### src/rtl/riscv_pkg.sv
// rtl/riscv_pkg.sv - shared constants and types for the RISC-V fetch front end
package riscv_pkg;

  localparam int XLEN_DEFAULT = 32;
  localparam int PC_STEP = 4;
  localparam logic [31:0] INSN_NOP = 32'h0000_0013;

  typedef struct packed {
    logic [XLEN_DEFAULT-1:0] pc;
    logic [31:0]             ins;
  } fetch_entry_t;

endpackage

### src/rtl/riscv_fetch_unit_if.sv
// rtl/riscv_fetch_unit_if.sv - instruction memory, redirect and IF/ID handshake bundle
interface riscv_fetch_unit_if
  import riscv_pkg::*;
#(
  parameter int XLEN  = XLEN_DEFAULT,
  parameter int DEPTH = 4
);

  logic                    imem_en;
  logic [XLEN-1:0]         imem_addr;
  logic [31:0]             imem_rdata;
  logic                    redirect;
  logic [XLEN-1:0]         redirect_pc;
  logic                    if_valid;
  logic                    if_ready;
  logic [XLEN-1:0]         if_pc;
  logic [31:0]             if_ins;
  logic [$clog2(DEPTH):0]  if_count;

  modport master (
    output imem_en, imem_addr, if_valid, if_pc, if_ins, if_count,
    input  imem_rdata, redirect, redirect_pc, if_ready
  );

  modport slave (
    input  imem_en, imem_addr, if_valid, if_pc, if_ins, if_count,
    output imem_rdata, redirect, redirect_pc, if_ready
  );

endinterface

### src/rtl/fetch_queue.sv
// rtl/fetch_queue.sv - synchronous FIFO with push, pop, flush and occupancy count
module fetch_queue #(
  parameter int WIDTH = 64,
  parameter int DEPTH = 4,
  localparam int AW = $clog2(DEPTH),
  localparam int CW = AW + 1
) (
  input  logic             clk,
  input  logic             rst_n,
  input  logic             flush,
  input  logic             push,
  input  logic [WIDTH-1:0] push_data,
  input  logic             pop,
  output logic [WIDTH-1:0] head_data,
  output logic [CW-1:0]    count,
  output logic             empty,
  output logic             full
);

  logic [WIDTH-1:0] mem [DEPTH];
  logic [AW-1:0]    wptr;
  logic [AW-1:0]    rptr;
  logic             do_push;
  logic             do_pop;

  assign empty     = (count == '0);
  assign full      = (count == CW'(DEPTH));
  assign do_pop    = pop & ~empty;
  assign do_push   = push & (~full | do_pop);
  assign head_data = mem[rptr];

  always_ff @(posedge clk or negedge rst_n) begin
    if (!rst_n) begin
      wptr  <= '0;
      rptr  <= '0;
      count <= '0;
      for (int i = 0; i < DEPTH; i++) begin
        mem[i] <= '0;
      end
    end else if (flush) begin
      // Flush wins over any same-cycle push or pop.
      rptr  <= wptr;
      count <= '0;
    end else begin
      if (do_push) begin
        mem[wptr] <= push_data;
        wptr      <= wptr + 1'b1;
      end
      if (do_pop) begin
        rptr <= rptr + 1'b1;
      end
      count <= count + CW'(do_push) - CW'(do_pop);
    end
  end

  assert property (@(posedge clk) disable iff (!rst_n) count <= CW'(DEPTH));

endmodule

### src/rtl/riscv_fetch_unit.sv
// rtl/riscv_fetch_unit.sv - credit-controlled fetch engine with instruction queue and redirect
module riscv_fetch_unit
  import riscv_pkg::*;
#(
  parameter int              XLEN     = XLEN_DEFAULT,
  parameter int              DEPTH    = 4,
  parameter logic [XLEN-1:0] RESET_PC = '0
) (
  input logic                clk,
  input logic                rst,
  riscv_fetch_unit_if.master bus
);

  localparam int CW = $clog2(DEPTH) + 1;

  typedef struct packed {
    logic [XLEN-1:0] pc;
    logic [31:0]     ins;
  } entry_t;

  logic            run;
  logic [XLEN-1:0] fetch_pc;
  logic            inflight;
  logic [XLEN-1:0] inflight_pc;
  logic [XLEN-1:0] issue_addr;
  logic [CW:0]     pending;
  logic            credit;
  logic            issue;
  logic            push;
  logic            pop;
  entry_t          push_entry;
  entry_t          head_entry;
  logic [CW-1:0]   q_count;
  logic            q_empty;
  logic            q_full;
  logic            unused_bits;

  assign unused_bits = ^{bus.redirect_pc[1:0], q_full};

  // Credit counts only registered state so a same-cycle pop never buys an extra request.
  always_comb begin
    pending    = {1'b0, q_count} + {{CW{1'b0}}, inflight};
    credit     = pending < (CW+1)'(DEPTH);
    issue      = run & (credit | bus.redirect);
    issue_addr = bus.redirect ? {bus.redirect_pc[XLEN-1:2], 2'b00} : fetch_pc;
  end

  // run holds off the first request until the edge after reset release.
  always_ff @(posedge clk or negedge rst) begin
    if (!rst) begin
      run         <= 1'b0;
      fetch_pc    <= RESET_PC;
      inflight    <= 1'b0;
      inflight_pc <= '0;
    end else begin
      run      <= 1'b1;
      inflight <= issue;
      if (issue) begin
        fetch_pc    <= issue_addr + XLEN'(PC_STEP);
        inflight_pc <= issue_addr;
      end
    end
  end

  assign push           = inflight & ~bus.redirect;
  assign pop            = ~q_empty & bus.if_ready;
  assign push_entry.pc  = inflight_pc;
  assign push_entry.ins = bus.imem_rdata;

  fetch_queue #(
    .WIDTH ($bits(entry_t)),
    .DEPTH (DEPTH)
  ) u_queue (
    .clk       (clk),
    .rst_n     (rst),
    .flush     (bus.redirect),
    .push      (push),
    .push_data (push_entry),
    .pop       (pop),
    .head_data (head_entry),
    .count     (q_count),
    .empty     (q_empty),
    .full      (q_full)
  );

  assign bus.imem_en   = issue;
  assign bus.imem_addr = issue_addr;
  assign bus.if_valid  = ~q_empty;
  assign bus.if_pc     = head_entry.pc;
  assign bus.if_ins    = head_entry.ins;
  assign bus.if_count  = q_count;

endmodule

### src/flat_wrapper.sv
// flat-port wrapper written by rule: the top's interface ports become plain ports
module riscv_fetch_unit_flat import riscv_pkg::*;
#(
  parameter int              XLEN     = XLEN_DEFAULT,
  parameter int              DEPTH    = 4,
  parameter logic [XLEN-1:0] RESET_PC = '0
)
  (clk, rst, bus_imem_en, bus_imem_addr, bus_if_valid, bus_if_pc, bus_if_ins, bus_if_count, bus_imem_rdata, bus_redirect, bus_redirect_pc, bus_if_ready);
  riscv_fetch_unit_if #(.XLEN(XLEN), .DEPTH(DEPTH)) bus_i ();
  input logic clk;
  input logic rst;
  output wire logic [$bits(bus_i.imem_en)-1:0] bus_imem_en;
  output wire logic [$bits(bus_i.imem_addr)-1:0] bus_imem_addr;
  output wire logic [$bits(bus_i.if_valid)-1:0] bus_if_valid;
  output wire logic [$bits(bus_i.if_pc)-1:0] bus_if_pc;
  output wire logic [$bits(bus_i.if_ins)-1:0] bus_if_ins;
  output wire logic [$bits(bus_i.if_count)-1:0] bus_if_count;
  input wire logic [$bits(bus_i.imem_rdata)-1:0] bus_imem_rdata;
  input wire logic [$bits(bus_i.redirect)-1:0] bus_redirect;
  input wire logic [$bits(bus_i.redirect_pc)-1:0] bus_redirect_pc;
  input wire logic [$bits(bus_i.if_ready)-1:0] bus_if_ready;
  assign bus_imem_en = bus_i.imem_en;
  assign bus_imem_addr = bus_i.imem_addr;
  assign bus_if_valid = bus_i.if_valid;
  assign bus_if_pc = bus_i.if_pc;
  assign bus_if_ins = bus_i.if_ins;
  assign bus_if_count = bus_i.if_count;
  assign bus_i.imem_rdata = bus_imem_rdata;
  assign bus_i.redirect = bus_redirect;
  assign bus_i.redirect_pc = bus_redirect_pc;
  assign bus_i.if_ready = bus_if_ready;
  riscv_fetch_unit #(.XLEN(XLEN), .DEPTH(DEPTH), .RESET_PC(RESET_PC)) u_core (.clk(clk), .rst(rst), .bus(bus_i));
endmodule
### config.mk
export PLATFORM = sky130hd
export DESIGN_NAME = riscv_fetch_unit_flat
export DESIGN_NICKNAME = d
export VERILOG_FILES = /design/src/rtl/riscv_pkg.sv /design/src/rtl/riscv_fetch_unit_if.sv /design/src/rtl/fetch_queue.sv /design/src/rtl/riscv_fetch_unit.sv /design/src/flat_wrapper.sv
export SDC_FILE = /design/constraint.sdc
export NUM_CORES = 1
export LEC_CHECK = 0
export CAP_MARGIN = 15
export CORE_MARGIN = 3
export CORE_UTILIZATION = 45
export CTS_BUF_LIST = sky130_fd_sc_hd__clkbuf_16
export CTS_CLUSTER_DIAMETER = 30
export DETAILED_ROUTE_END_ITERATION = 16
export GPL_ROUTABILITY_DRIVEN = 1
export PLACE_DENSITY = 0.66
export SLEW_MARGIN = 20
export SYNTH_ARGS = -nofsm -noshare
export SYNTH_HDL_FRONTEND = slang
export SYNTH_SLANG_ARGS = --single-unit
### constraint.sdc
create_clock -name clk -period 3.5 [get_ports clk]
set_clock_uncertainty 0.05 [all_clocks]
set_input_delay 0.7 -clock clk [delete_from_list [all_inputs] [get_ports clk]]
set_output_delay 0.7 -clock clk [all_outputs]
set_load 0.005 [all_outputs]
==> reports/metrics.cfg, run 1 <==
[global_route]
grt_pass1_vias = 10389
use_met1 = 0.275
antenna_found_initial = 3
grt_usage = 0.204
grt_max_degree = 103
grt_overflow_total = 0
met3_usage = 0.0639
top_usage_layer = met2
grt_pass1_wl_um = 57500
gr-usage-met2 = 0.320

[yosys]
postSynth.asyncResetShare = 1.00
synth_seq_area_share = 0.549
synth_xor_xnor_area_share = 0.0118
synth_fa_ha_area_frac = 0.00806
ys_ff_latch = 327
synth_edf_count = 0
syn_area_per_cell_um2 = 14.3
synthFlopType = dfrtp_1
synth_top_family_by_area = multiplexers
synth_compound_area_frac = 0.0328
synth.mux.area_fraction = 0.312
synth_cells = 1042
yosysWarnings = 0
synthDistinctLibCells = 53
synth_nets = 1119
syn_area_um2 = 14900
yosys.area_share.simple = 0.0591

[critical_path]
criticalPathCategory = flop to output pin
cp.required_ps = 2750
crit_arrival_ps = 2580
setup.worst_path.start_class = flop
crit_path_end_kind = output pin
crit_fanout = 23

[sta]
fin_setup_tns_ps = 0
fin_crit_ps = 3330
timing.final.crit_share = 0.952
rsz0062_at_grt = false
setup_viol = 0
fmax_mhz = 300
hold_viol_final = 0
finalHoldWorstSlack_ps = 138
relSlewSlack = 0.370
tightest_slew_ps = 945
drv_slew = 0

[power_and_ir_drop]
power.internal_mw = 14.1
p_seq_frac = 0.332
power.density_nw_per_um2 = 979
switching_share = 0.276
total_power_mw = 19.5
p_switching_mw = 5.38
ir_drop_v = 0.000475
pwr-share-comb = 0.311
leakagePower_nw = 8.77
p_clk_frac = 0.358

[place]
dp_cells = 1629
gp_congestion = 0.817
hpwl_um = 22100
port_buffers = 166

[routing]
drt-pass1-iter-count = 4
avgViaCountPerCell = 5.40
dr_total_vias = 9560
ant_nets = 0
finalWirelength_um = 34900
drt_iter0_drc = 389
wl_per_cell_um = 19.7
drc = 0

[floorplanning]
fp.dieH_um = 188
io_pins = 169
core_um2 = 32100
die_w_um = 188
die-area_um2 = 35300
num_rows = 65
start_util = 0.464

[clock_tree]
cts_htree_levels = 3
cts.clk_slew.worst_paths_ps = 50
clockRootBuffer = clkbuf_16
insertion_delay_ps = 560
cts_tree = yes
cts_hold_buf = 0
cts_resized = 0
clockBufferDepth = 3
cts.sinks = 327
cts_buffers = 76
post_cts_buffers = 0

[final_layout]
layout-drive-gt1-share = 0.373
final_nets = 1349
stdcell_count = 1771
fillCellCount = 2452
syn_to_final_growth_pct = 33.8

[job]
maxCapViolCount = 0

[min_path]
hold_class = input port to async pin

[status]
status = finished clean

-- worst paths after layout --
kind / cells past startpoint / endpoint / start / slack [ps]
hold / removal: 1 / u_core.u_queue.mem[139] / rst / 140
hold reg to reg: 2 / u_core.fetch_pc[27] / u_core.fetch_pc[27] / 430
setup reg to reg: 10 / u_core.u_queue.count[2] / u_core.u_queue.count[2] / 930
setup / recovery: 3 / bus_if_ins[15] / u_core.u_queue.rptr[0] / 170
max in group asynchronous: 2 / u_core.u_queue.mem[25] / rst / 2410
min in group clk: 2 / u_core.fetch_pc[27] / u_core.fetch_pc[27] / 430
-- metrics by stage --
step / instance area (µm²) / worst slack (ps) / util
final: 19900 / 169 / 0.620
after global routing: 19900 / 32.6 / 0.620
after CTS: 19900 / 97.5 / 0.620
after detailed placement: 17300 / 307 / 0.540
after global placement: 17300 / 318 / 0.540
after floorplan: 14900 / 176 / -
-- critical path: stages (launching register included) --
cell and delay [ps]:
dfrtp_4 690, buf_12 290, mux4_2 580, clkdlybuf4s50_1 470
-- state kept, by name, indices dropped and copies added, names as in the netlist --
signal	flops
u_core.fetch_pc	30
u_core.inflight	1
u_core.inflight_pc	32
u_core.run	1
u_core.u_queue.count	3
u_core.u_queue.mem	256
u_core.u_queue.rptr	2
u_core.u_queue.wptr	2
-- power by group through the flow --
stage,clock (mW),sequential [mW],combinational [mW]
floorplan,0,6.03,3.69
global placement,0,6.42,6.04
detailed placement,0,6.50,6.14
CTS,7.12,6.47,6.19
global route,7.35,6.68,6.57
finish,6.97,6.47,6.06
-- cells by family (layout without fill, tap and decap cells) --
family / count (synthesis) / count (layout)
mux: 351 / 351
flops: 327 / 327
simple gates: 172 / 172
buf+inv: 87 / 380
compound gates: 75 / 75
xor+xnor: 20 / 20
fa+ha+maj: 9 / 9
other cells: 1 / 2
-- routing by layer --
metal / vias to the layer above / share of wire / routed length, µm
li1: 4338 / - / -
met3: 55 / 0.065 / 2280
met5: - / 0.00097 / 34
met1: 4926 / 0.45 / 15600
met4: 6 / 0.015 / 514
met2: 235 / 0.47 / 16500
-- placed cells by master (no fill, tap or decap), types with 3 or more instances in the layout --
master,Yosys,final
clkinvlp_4,0,6
nand3b_1,5,5
clkinv_4,0,5
inv_1,27,35
inv_6,0,9
ha_1,8,8
mux2_2,247,247
dfrtp_1,327,325
clkinv_1,0,8
mux2i_1,20,20
nand2_1,85,85
clkdlybuf4s50_1,0,164
or4_1,7,7
nor2b_1,3,3
nand2_4,4,4
o211ai_1,8,8
buf_4,0,32
a21oi_1,4,4
clkinv_2,0,15
buf_12,0,14
xnor2_1,19,19
nand3_1,19,19
mux2_1,20,20
clkbuf_16,0,79
o21ai_0,43,43
nand4b_1,4,4
nor2_1,14,14
nand4_1,14,14
bufinv_16,0,9
mux4_2,64,64
nor3_1,4,4
-- area by class of cell --
type                    instances  area (µm²)  share of cell area
clock inverters                62         606              0.0304
well taps                     435         544              0.0273
flip-flops and latches        327        8190               0.411
inverters                      27         101             0.00509
clock buffers                  79        1980              0.0992
multi-input cells             628        6330               0.317
repair buffers                212        2180               0.109
diodes                          1        2.50            0.000126
-- cell usage after synthesis, types with 2 or more instances --
master / n / share of area
a21boi_0: 2 / 0.0010
a21oi_1: 4 / 0.0013
a221o_1: 2 / 0.0013
a22oi_1: 2 / 0.0010
buf_1: 7 / 0.0018
buf_2: 31 / 0.010
buf_6: 3 / 0.0023
clkbuf_1: 18 / 0.0045
dfrtp_1: 327 / 0.55
ha_1: 8 / 0.0067
inv_1: 27 / 0.0068
mux2_1: 20 / 0.015
mux2_2: 247 / 0.19
mux2i_1: 20 / 0.013
mux4_2: 64 / 0.097
nand2_1: 85 / 0.021
nand2_4: 4 / 0.0030
nand2b_1: 2 / 0.00084
nand3_1: 19 / 0.0064
nand3b_1: 5 / 0.0025
nand4_1: 14 / 0.0059
nand4b_1: 4 / 0.0024
nor2_1: 14 / 0.0035
nor2b_1: 3 / 0.0013
nor3_1: 4 / 0.0013
o211ai_1: 8 / 0.0040
o21a_1: 2 / 0.0010
o21ai_0: 43 / 0.014
o311a_1: 2 / 0.0013
o31ai_1: 2 / 0.0010
or2_2: 2 / 0.00084
or3_1: 2 / 0.00084
or4_1: 7 / 0.0035
xnor2_1: 19 / 0.011
Note: power is estimated with default switching activity, not from simulation.
==> inputs of run 2 (changes only) <==
SYNTH_HIERARCHICAL = 1   (was unset)
==> reports/metrics.cfg, run 2 <==
[status]
status = finished clean

[final_layout]
layout-drive-gt1-share = 0.198  ; -0.175
stdcell_count = 1783  ; +0.68%
largest_reg_flops = 256  ; unchanged
final_nets = 1360  ; +0.82%
num_antenna_cells = 0  ; -1
layout.cells.most_common = dfrtp_1
syn_to_final_growth_pct = 32.0
largest-register = u_core/u_queue/mem
reg_top3 = u_core/u_queue/mem x256, u_core/fetch_pc x32, u_core/inflight_pc x30
layout_common_cells = 325 x dfrtp_1, 240 x mux2_1, 164 x clkdlybuf4s50_1

[critical_path]
rrSetupSlack_ps = 720  ; -210 ps
crit_arrival_ps = 2520  ; -60 ps
criticalPathCategory = flop to output pin
reg2reg_from = u_core/u_queue/count[1]
cp.required_ps = 2750  ; about the same
setup.worst_path.start_class = flop
r2r_cells = 13  ; +3
r2r-end = u_core/u_queue/count[2]
crit_fanout = 13  ; -43%
crit_path_end_kind = output pin

[clock_tree]
clockBufferDepth = 3  ; unchanged
cts_buffers = 72  ; -5.3%
insertion_delay_ps = 560  ; about the same
clockRootBuffer = clkbuf_16
cts.clk_slew.worst_paths_ps = 40  ; about the same
cts.sinks = 327  ; unchanged
cts_htree_levels = 3  ; unchanged
cts_tree = yes

[sta]
rsz0062_at_grt = false
setup_viol = 0  ; unchanged
fmax_mhz = 305  ; +1.7%
hold_viol_final = 0  ; unchanged
finalHoldWorstSlack_ps = 109  ; -29.3 ps
fin_setup_tns_ps = 0  ; unchanged
timing.final.crit_share = 0.935  ; -0.0163
relSlewSlack = 0.544  ; +0.174
drv_slew = 0  ; unchanged
fin_crit_ps = 3270  ; -56.9 ps
tightest_slew_ps = 677  ; -268 ps

[power_and_ir_drop]
p_seq_frac = 0.340  ; +0.008
power.internal_mw = 13.3  ; -5.8%
leakagePower_nw = 8.84  ; +0.78%
ir_drop_v = 0.000638  ; +34%
pwr-share-comb = 0.298  ; -0.013
p_switching_mw = 5.10  ; -5.1%
switching_share = 0.277  ; +0.00137
power.density_nw_per_um2 = 921  ; -5.9%
p_clk_frac = 0.361  ; +0.003

[routing]
dr_total_vias = 9679  ; +1.2%
drc = 0  ; unchanged
drt-pass1-iter-count = 4  ; unchanged
avgViaCountPerCell = 5.43  ; +0.56%
finalWirelength_um = 35600  ; +2.1%
wl_per_cell_um = 20.0  ; +1.4%
ant_nets = 0  ; unchanged
drt_iter0_drc = 383  ; -1.5%

[yosys]
yosysWarnings = 6  ; +6
synth_nets = 1136  ; +1.5%
syn_area_um2 = 15200  ; +1.7%
synth_cells = 1060  ; +1.7%
syn_area_per_cell_um2 = 14.3  ; about the same

[place]
port_buffers = 166  ; unchanged
hpwl_um = 22700  ; +2.6%
dp_cells = 1651  ; +1.4%
gp_congestion = 0.844  ; +3.4%

[floorplanning]
die-area_um2 = 35900  ; +1.7%
fp.dieH_um = 190  ; +0.84%
core_um2 = 32900  ; +2.3%
start_util = 0.461  ; -0.00263
die_w_um = 190  ; +0.84%
io_pins = 169  ; unchanged
num_rows = 66  ; +1.5%

[min_path]
hold_class = input port to async pin

[global_route]
grt_usage = 0.204  ; about the same
grt_pass1_vias = 10462  ; +0.70%
antenna_found_initial = 0  ; -3
grt_overflow_total = 0  ; unchanged
grt_pass1_wl_um = 57900  ; +0.73%
grt_max_degree = 83  ; -19%

[job]
maxCapViolCount = 0  ; unchanged

-- run 2: layout make-up --
class | count | area, µm²
clock buffer | 73 | 1830
clock inverter | 58 | 608
fill | 2603 | 12900
inverter | 29 | 109
multi-input combinational | 639 | 6470
sequential | 327 | 8190
tap | 442 | 553
timing repair buffer | 215 | 2240
-- run 2: worst max-delay path by stage --
stage | to | from | cells past startpoint
global placement | bus_imem_addr[13] | bus_redirect | 5
detailed placement | bus_imem_addr[13] | bus_redirect | 5
floorplan | u_core/u_queue/count[2] | bus_redirect | 15
finish | bus_if_pc[12] | u_core/u_queue/rptr[0] | 3
global route | bus_if_pc[12] | u_core/u_queue/rptr[0] | 3
CTS | bus_if_pc[12] | u_core/u_queue/rptr[0] | 3
-- run 2: worst max-delay path, cell delays in order, from the launching register on --
cell,delay (ps)
dfrtp_4,650
buf_4,280
mux4_2,570
clkdlybuf4s50_1,470
-- run 2: what timing repair did --
action,CTS,global route
gates resized for setup,0,0
hold buffers,0,0
buffers inserted,1,0
setup endpoints to repair,1,0
-- run 2: power groups by stage --
stage               sequential (mW)  clock (mW)  combinational, mW
global placement               6.26           0               5.37
CTS                            6.27        6.79               5.60
detailed placement             6.35           0               5.46
finish                         6.26        6.65               5.50
global route                   6.48        7.00               5.95
floorplan                      5.91           0               3.12
-- run 2: through the flow --
step / power, mW / setup WS [ps] / util / cell area [µm²]
after global placement: 11.6 / 334 / 0.534 / 17500
after floorplan: 9.03 / 326 / - / 15200
after CTS: 18.7 / 171 / 0.608 / 20000
after detailed placement: 11.8 / 341 / 0.534 / 17500
final: 18.4 / 226 / 0.608 / 20000
after global routing: 19.4 / 132 / 0.608 / 20000
-- run 2: per-layer routing --
metal / up-vias / part of all wire / GRT usage
met5: - / 0 / 0
met4: 0 / 0.022 / 0.0645
met3: 69 / 0.047 / 0.0411
met2: 253 / 0.48 / 0.330
met1: 4964 / 0.45 / 0.278
li1: 4393 / - / -
==> inputs of run 3 (changes only) <==
PLACE_DENSITY = 0.72   (was 0.66)
==> reports/metrics.cfg, run 3 (synthesis gave the netlist of run 2 again) <==
[status]
status = finished clean

[power_and_ir_drop]
p_seq_frac = 0.339  ; about the same
power.density_nw_per_um2 = 931  ; +1.1%
pwr-share-comb = 0.294  ; -0.004
ir_drop_v = 0.000481  ; -25%
power.internal_mw = 13.4  ; +0.56%
p_switching_mw = 5.27  ; +3.4%
p_clk_frac = 0.367  ; +0.006
leakagePower_nw = 8.83  ; about the same
switching_share = 0.283  ; +0.00557

[place]
pre_cts_ws_ps = 259  ; -82.3 ps
port_buffers = 166  ; unchanged
gp_congestion = 0.810  ; -4.0%
dp_cells = 1644  ; -0.42%
hpwl_um = 22500  ; -0.97%

[critical_path]
r2r_cells = 13  ; unchanged
crit_path_end_kind = output pin
cp.required_ps = 2750  ; about the same
setup.worst_path.start_class = flop
reg2reg_from = u_core/u_queue/count[0]
criticalPathCategory = flop to output pin
crit_arrival_ps = 2540  ; +20 ps
slowest_delay_ps = 650  ; about the same
crit_path_end = bus_if_pc[13]
path_cells = buf_4 -> mux4_2 -> clkdlybuf4s50_1
crit_start = u_core/u_queue/rptr[0]
crit_fanout = 13  ; unchanged
rrSetupSlack_ps = 690  ; -30 ps
r2r-end = u_core/u_queue/count[2]
cp_slowest_cell = dfrtp_4

[final_layout]
layout-drive-gt1-share = 0.199  ; about the same
syn_to_final_growth_pct = 32.3
seqCellArea_um2 = 8190  ; unchanged
layout.cells.most_common = dfrtp_1
largest-register = u_core/u_queue/mem
reg_top3 = u_core/u_queue/mem x256, u_core/fetch_pc x32, u_core/inflight_pc x30
stdcell_count = 1782  ; -0.056%
num_antenna_cells = 0  ; unchanged
largest_reg_flops = 256  ; unchanged
fin_util = 0.610  ; +0.00168
layout_common_cells = 325 x dfrtp_1, 240 x mux2_1, 164 x clkdlybuf4s50_1
multi_input_area_um2 = 6470  ; unchanged
final_nets = 1356  ; -0.29%
fillCellCount = 2564  ; -1.5%

[floorplanning]
die_w_um = 190  ; unchanged
num_rows = 66  ; unchanged
fp.dieH_um = 190  ; unchanged
start_util = 0.461  ; unchanged
io_pins = 169  ; unchanged
die-area_um2 = 35900  ; unchanged
core_um2 = 32900  ; unchanged

[sta]
rsz0062_at_grt = false
layout_setup_ws_ps = 209  ; -17.5 ps
tightest_slew_ps = 726  ; +49.1 ps
setup_viol = 0  ; unchanged
hold_viol_final = 0  ; unchanged
timing.final.crit_share = 0.940  ; +0.00499
fin_crit_ps = 3290  ; +17.5 ps
finalHoldWorstSlack_ps = 117  ; +8.46 ps
fin_setup_tns_ps = 0  ; unchanged
relSlewSlack = 0.516  ; -0.0280
drv_slew = 0  ; unchanged
fmax_mhz = 304  ; -0.53%

[routing]
drt-pass1-iter-count = 4  ; unchanged
avgViaCountPerCell = 5.47  ; +0.76%
wl_per_cell_um = 20.2  ; +0.97%
drt_iter0_drc = 415  ; +8.4%
dr_total_vias = 9747  ; +0.70%
finalWirelength_um = 35900  ; +0.91%
drc = 0  ; unchanged
ant_nets = 0  ; unchanged

[clock_tree]
clockRootBuffer = clkbuf_16
cts_resized = 0  ; unchanged
cts_htree_levels = 3  ; unchanged
cts_buffers = 75  ; +4.2%
cts.clk_slew.worst_paths_ps = 40  ; about the same
cts_tree = yes
cts.sinks = 327  ; unchanged
insertion_delay_ps = 570  ; about the same
clockBufferDepth = 3  ; unchanged

[global_route]
gr-usage-met2 = 0.326  ; -0.00431
grt_max_degree = 91  ; +9.6%
grt_pass1_wl_um = 58200  ; +0.61%
use_met1 = 0.281  ; +0.00311
top_usage_layer = met2
grt_usage = 0.205  ; +0.00163
grt_overflow_total = 0  ; unchanged
grt_pass1_vias = 10383  ; -0.76%
met3_usage = 0.0507  ; +0.00963
antenna_found_initial = 1  ; +1

[min_path]
hold_class = input port to async pin

[job]
maxCapViolCount = 0  ; unchanged

run 3: cell count changes in the layout (fill, tap and decap cells not counted):
| cell | previous run | this run |
|---|---|---|
| buf_4 | 34 | 27 |
| clkinvlp_4 | 6 | 13 |
| clkbuf_16 | 73 | 77 |
| inv_6 | 6 | 3 |
| bufinv_16 | 10 | 8 |
| clkinv_1 | 9 | 7 |
| inv_16 | 1 | 3 |
| clkinv_16 | 0 | 1 |
| clkinv_4 | 4 | 3 |
| clkinv_8 | 2 | 1 |
| inv_1 | 38 | 39 |
run 3: power groups by stage:
stage	clock network, mW	logic [mW]	registers [mW]
after floorplan	0	3.12	5.91
after global placement	0	5.33	6.29
after detailed placement	0	5.46	6.39
after CTS	6.98	5.60	6.33
after global routing	7.20	5.94	6.53
final	6.85	5.49	6.32
run 3: worst min-delay path by stage:
stage,from,end
finish,rst,u_core/u_queue/mem[135]
CTS,rst,u_core/u_queue/mem[135]
detailed placement,u_core/u_queue/mem[101],u_core/u_queue/mem[101]
floorplan,rst,u_core/fetch_pc[0]
global route,rst,u_core/u_queue/mem[135]
global placement,u_core/fetch_pc[29],u_core/fetch_pc[29]
run 3: worst max-delay path, delay by kind of cell, from the launching register on:
| family | cells | cell delay, ps |
|---|---|---|
| buffers and inverters | 2 | 760 |
| flip-flops | 1 | 650 |
| multiplexers | 1 | 570 |
run 3: layout make-up:
type / count / share of cell area
flip-flops and latches: 327 / 0.408
multi-input cells: 639 / 0.323
repair buffers: 208 / 0.109
clock buffers: 77 / 0.0961
clock inverters: 60 / 0.0307
well taps: 442 / 0.0276
inverters: 29 / 0.00543
run 3: layer usage:
| metal | share of wire | wire length, µm | vias to the layer above |
|---|---|---|---|
| li1 | - | - | 4359 |
| met3 | 0.056 | 2020 | 68 |
| met5 | 0.00019 | 7 | - |
| met2 | 0.47 | 17000 | 265 |
| met4 | 0.020 | 733 | 2 |
| met1 | 0.45 | 16200 | 5053 |
run 3: what timing repair did:
item	CTS	global route
hold buffers	0	0
buffers inserted	1	0
endpoints found under the setup margin	5	0
run 3: through the flow:
stage / total power [mW] / cell area (µm²)
after global routing: 19.7 / 20100
after global placement: 11.6 / 17500
final: 18.7 / 20100
after CTS: 18.9 / 20100
after detailed placement: 11.8 / 17500
after floorplan: 9.03 / 15200
==> RTL change (flow settings as in run 1) <==
`XLEN_DEFAULT`: 32 -> 64.
--- a/src/rtl/riscv_pkg.sv
+++ b/src/rtl/riscv_pkg.sv
@@ -2,5 +2,5 @@
 package riscv_pkg;
 
-  localparam int XLEN_DEFAULT = 32;
+  localparam int XLEN_DEFAULT = 64;
   localparam int PC_STEP = 4;
   localparam logic [31:0] INSN_NOP = 32'h0000_0013;
Interface: changed (resized bus_if_pc, bus_imem_addr and bus_redirect_pc); port bits go from 169 to 265. The function was not compared with the original's and may differ.
==> RTL change against run 1 <==
Clock power is 59% higher. Cell count up 68%. Routed wire length up 88%. Synthesized area rose by 63%. Total power increased by 58%. Sequential cell count up 192. Final area grew 62%. Setup slack worse by 0.013 ns. Via count grew 74%. First-iteration DRC count is 140% higher.
==> RTL change: results (changes against run 1) <==
ys_top_cells_by_area: "dfrtp_1 (53%), mux2_2 (19%), mux4_2 (8.9%)"
yosysWarnings: 0  # unchanged
reg2reg_from: "u_core.u_queue.count[2]"
ir_worst_vdd_v: 0.000551  # +16%
synthesis.nets: 1933  # +73%
cp_slowest_cell: "clkdlybuf4s50_1"
drive_gt1_frac: 0.347  # -0.0256
wl_per_cell_um: 22.1  # +12%
avgSynthCellArea_um2: 13.3  # -6.9%
pg_seq_mw: 10.1  # +56%
largestRegisters: "u_core.u_queue.mem (384), u_core.inflight_pc (64), u_core.fetch_pc (62)"
crit_type: "register to output port"
io_buffers: 262  # +58%
met3_length_um: 4550  # +100%
grtUsageTotal: 0.234  # +0.0304
worst_hold_slack_ns: 0.439  # +0.301 ns
drt-initial-drc-count: 946  # +140%
drt_wl_total_um: 65700  # +88%
yosysUniqueCellTypes: 57  # +7.5%
wl_met2_um: 31400  # +91%
grt_use_met3: 0.0740  # +0.0100
crit_start: "u_core.u_queue.count[1]"
p_leak_nw: 14.1  # +61%
vias_per_cell: 5.61  # +3.8%
worstSetupEndpoint: "bus_imem_en"
r2r-end: "u_core.u_queue.count[2]"
dp_hpwl_um: 43400  # +96%
use_met2: 0.377  # +0.0574
clock_latency_ns: 0.65  # +0.09 ns
antenna_found_initial: 15  # +12
wl_met1_um: 27900  # +79%
post-place-ws_ns: 0.0489  # -0.258 ns
min_path_type: "register to register"
power.total_mw: 30.9  # +58%
r2r_setup_slack_ns: 0.69  # -0.24 ns
pg_comb_mw: 9.71  # +60%
period_share: 0.955  # +0.00373
crit_path_max_fanout: 7  # -70%
cts_hold_buf: 1  # +1
cts_resized: 0  # unchanged
dp_cells: 2740  # +68%
drtPass1Iterations: 5  # +1
grt_pass1_vias: 18000  # +73%
nNetsFinal: 2287  # +70%
p_sw_frac: 0.280  # +0.00488
post_cts_buffers: 6  # +6
grt_pass1_wl_um: 103000  # +80%
synth_seq_area_share: 0.535  # -0.0146
cp_slowest_stage_delay_ns: 0.57  # -0.12 ns
use_met1: 0.302  # +0.0268
numCtsBuffers: 117  # +54%
async_flop_share: 1.00  # unchanged
cp.arrival_ns: 2.59  # about the same
synthTopCellsByCount: "dfrtp_1 (519), mux2_2 (402), nand2_1 (171), o21ai_0 (98), mux4_2 (96)"
placed_area_mm2: 0.0283  # +63%
grt_max_degree: 127  # +23%
status: "complete, no violations"
slew_headroom: 0.374  # +0.00384
gp_congestion: 0.880  # +7.7%
==> RTL change: cell types whose count changed after synthesis, moves of 32 or more <==
cell	run 1	this run
dfrtp_1	327	519
buf_1	7	39
mux2_2	247	402
o21ai_0	43	98
nand3_1	19	55
xnor2_1	19	56
clkbuf_1	18	52
mux4_2	64	96
nand2_1	85	171
==> RTL change: cell families after synthesis <==
group,count (synthesis),share of synthesized area
compound gates,168,0.0412
other cells,1,0.000154
buf+inv,167,0.0278
mux,544,0.294
xor+xnor,58,0.0209
fa+ha+maj,9,0.00495
simple gates,358,0.0760
flops,519,0.535
==> RTL change: area by class of cell <==
type / instances / area [um2]
tap: 688 / 861
antenna: 10 / 25.0
fill: 4076 / 20600
clock buffer: 117 / 2930
clock inverter: 98 / 1110
multi-input combinational: 1138 / 10700
sequential: 519 / 13000
timing repair buffer: 344 / 3530
inverter: 58 / 218
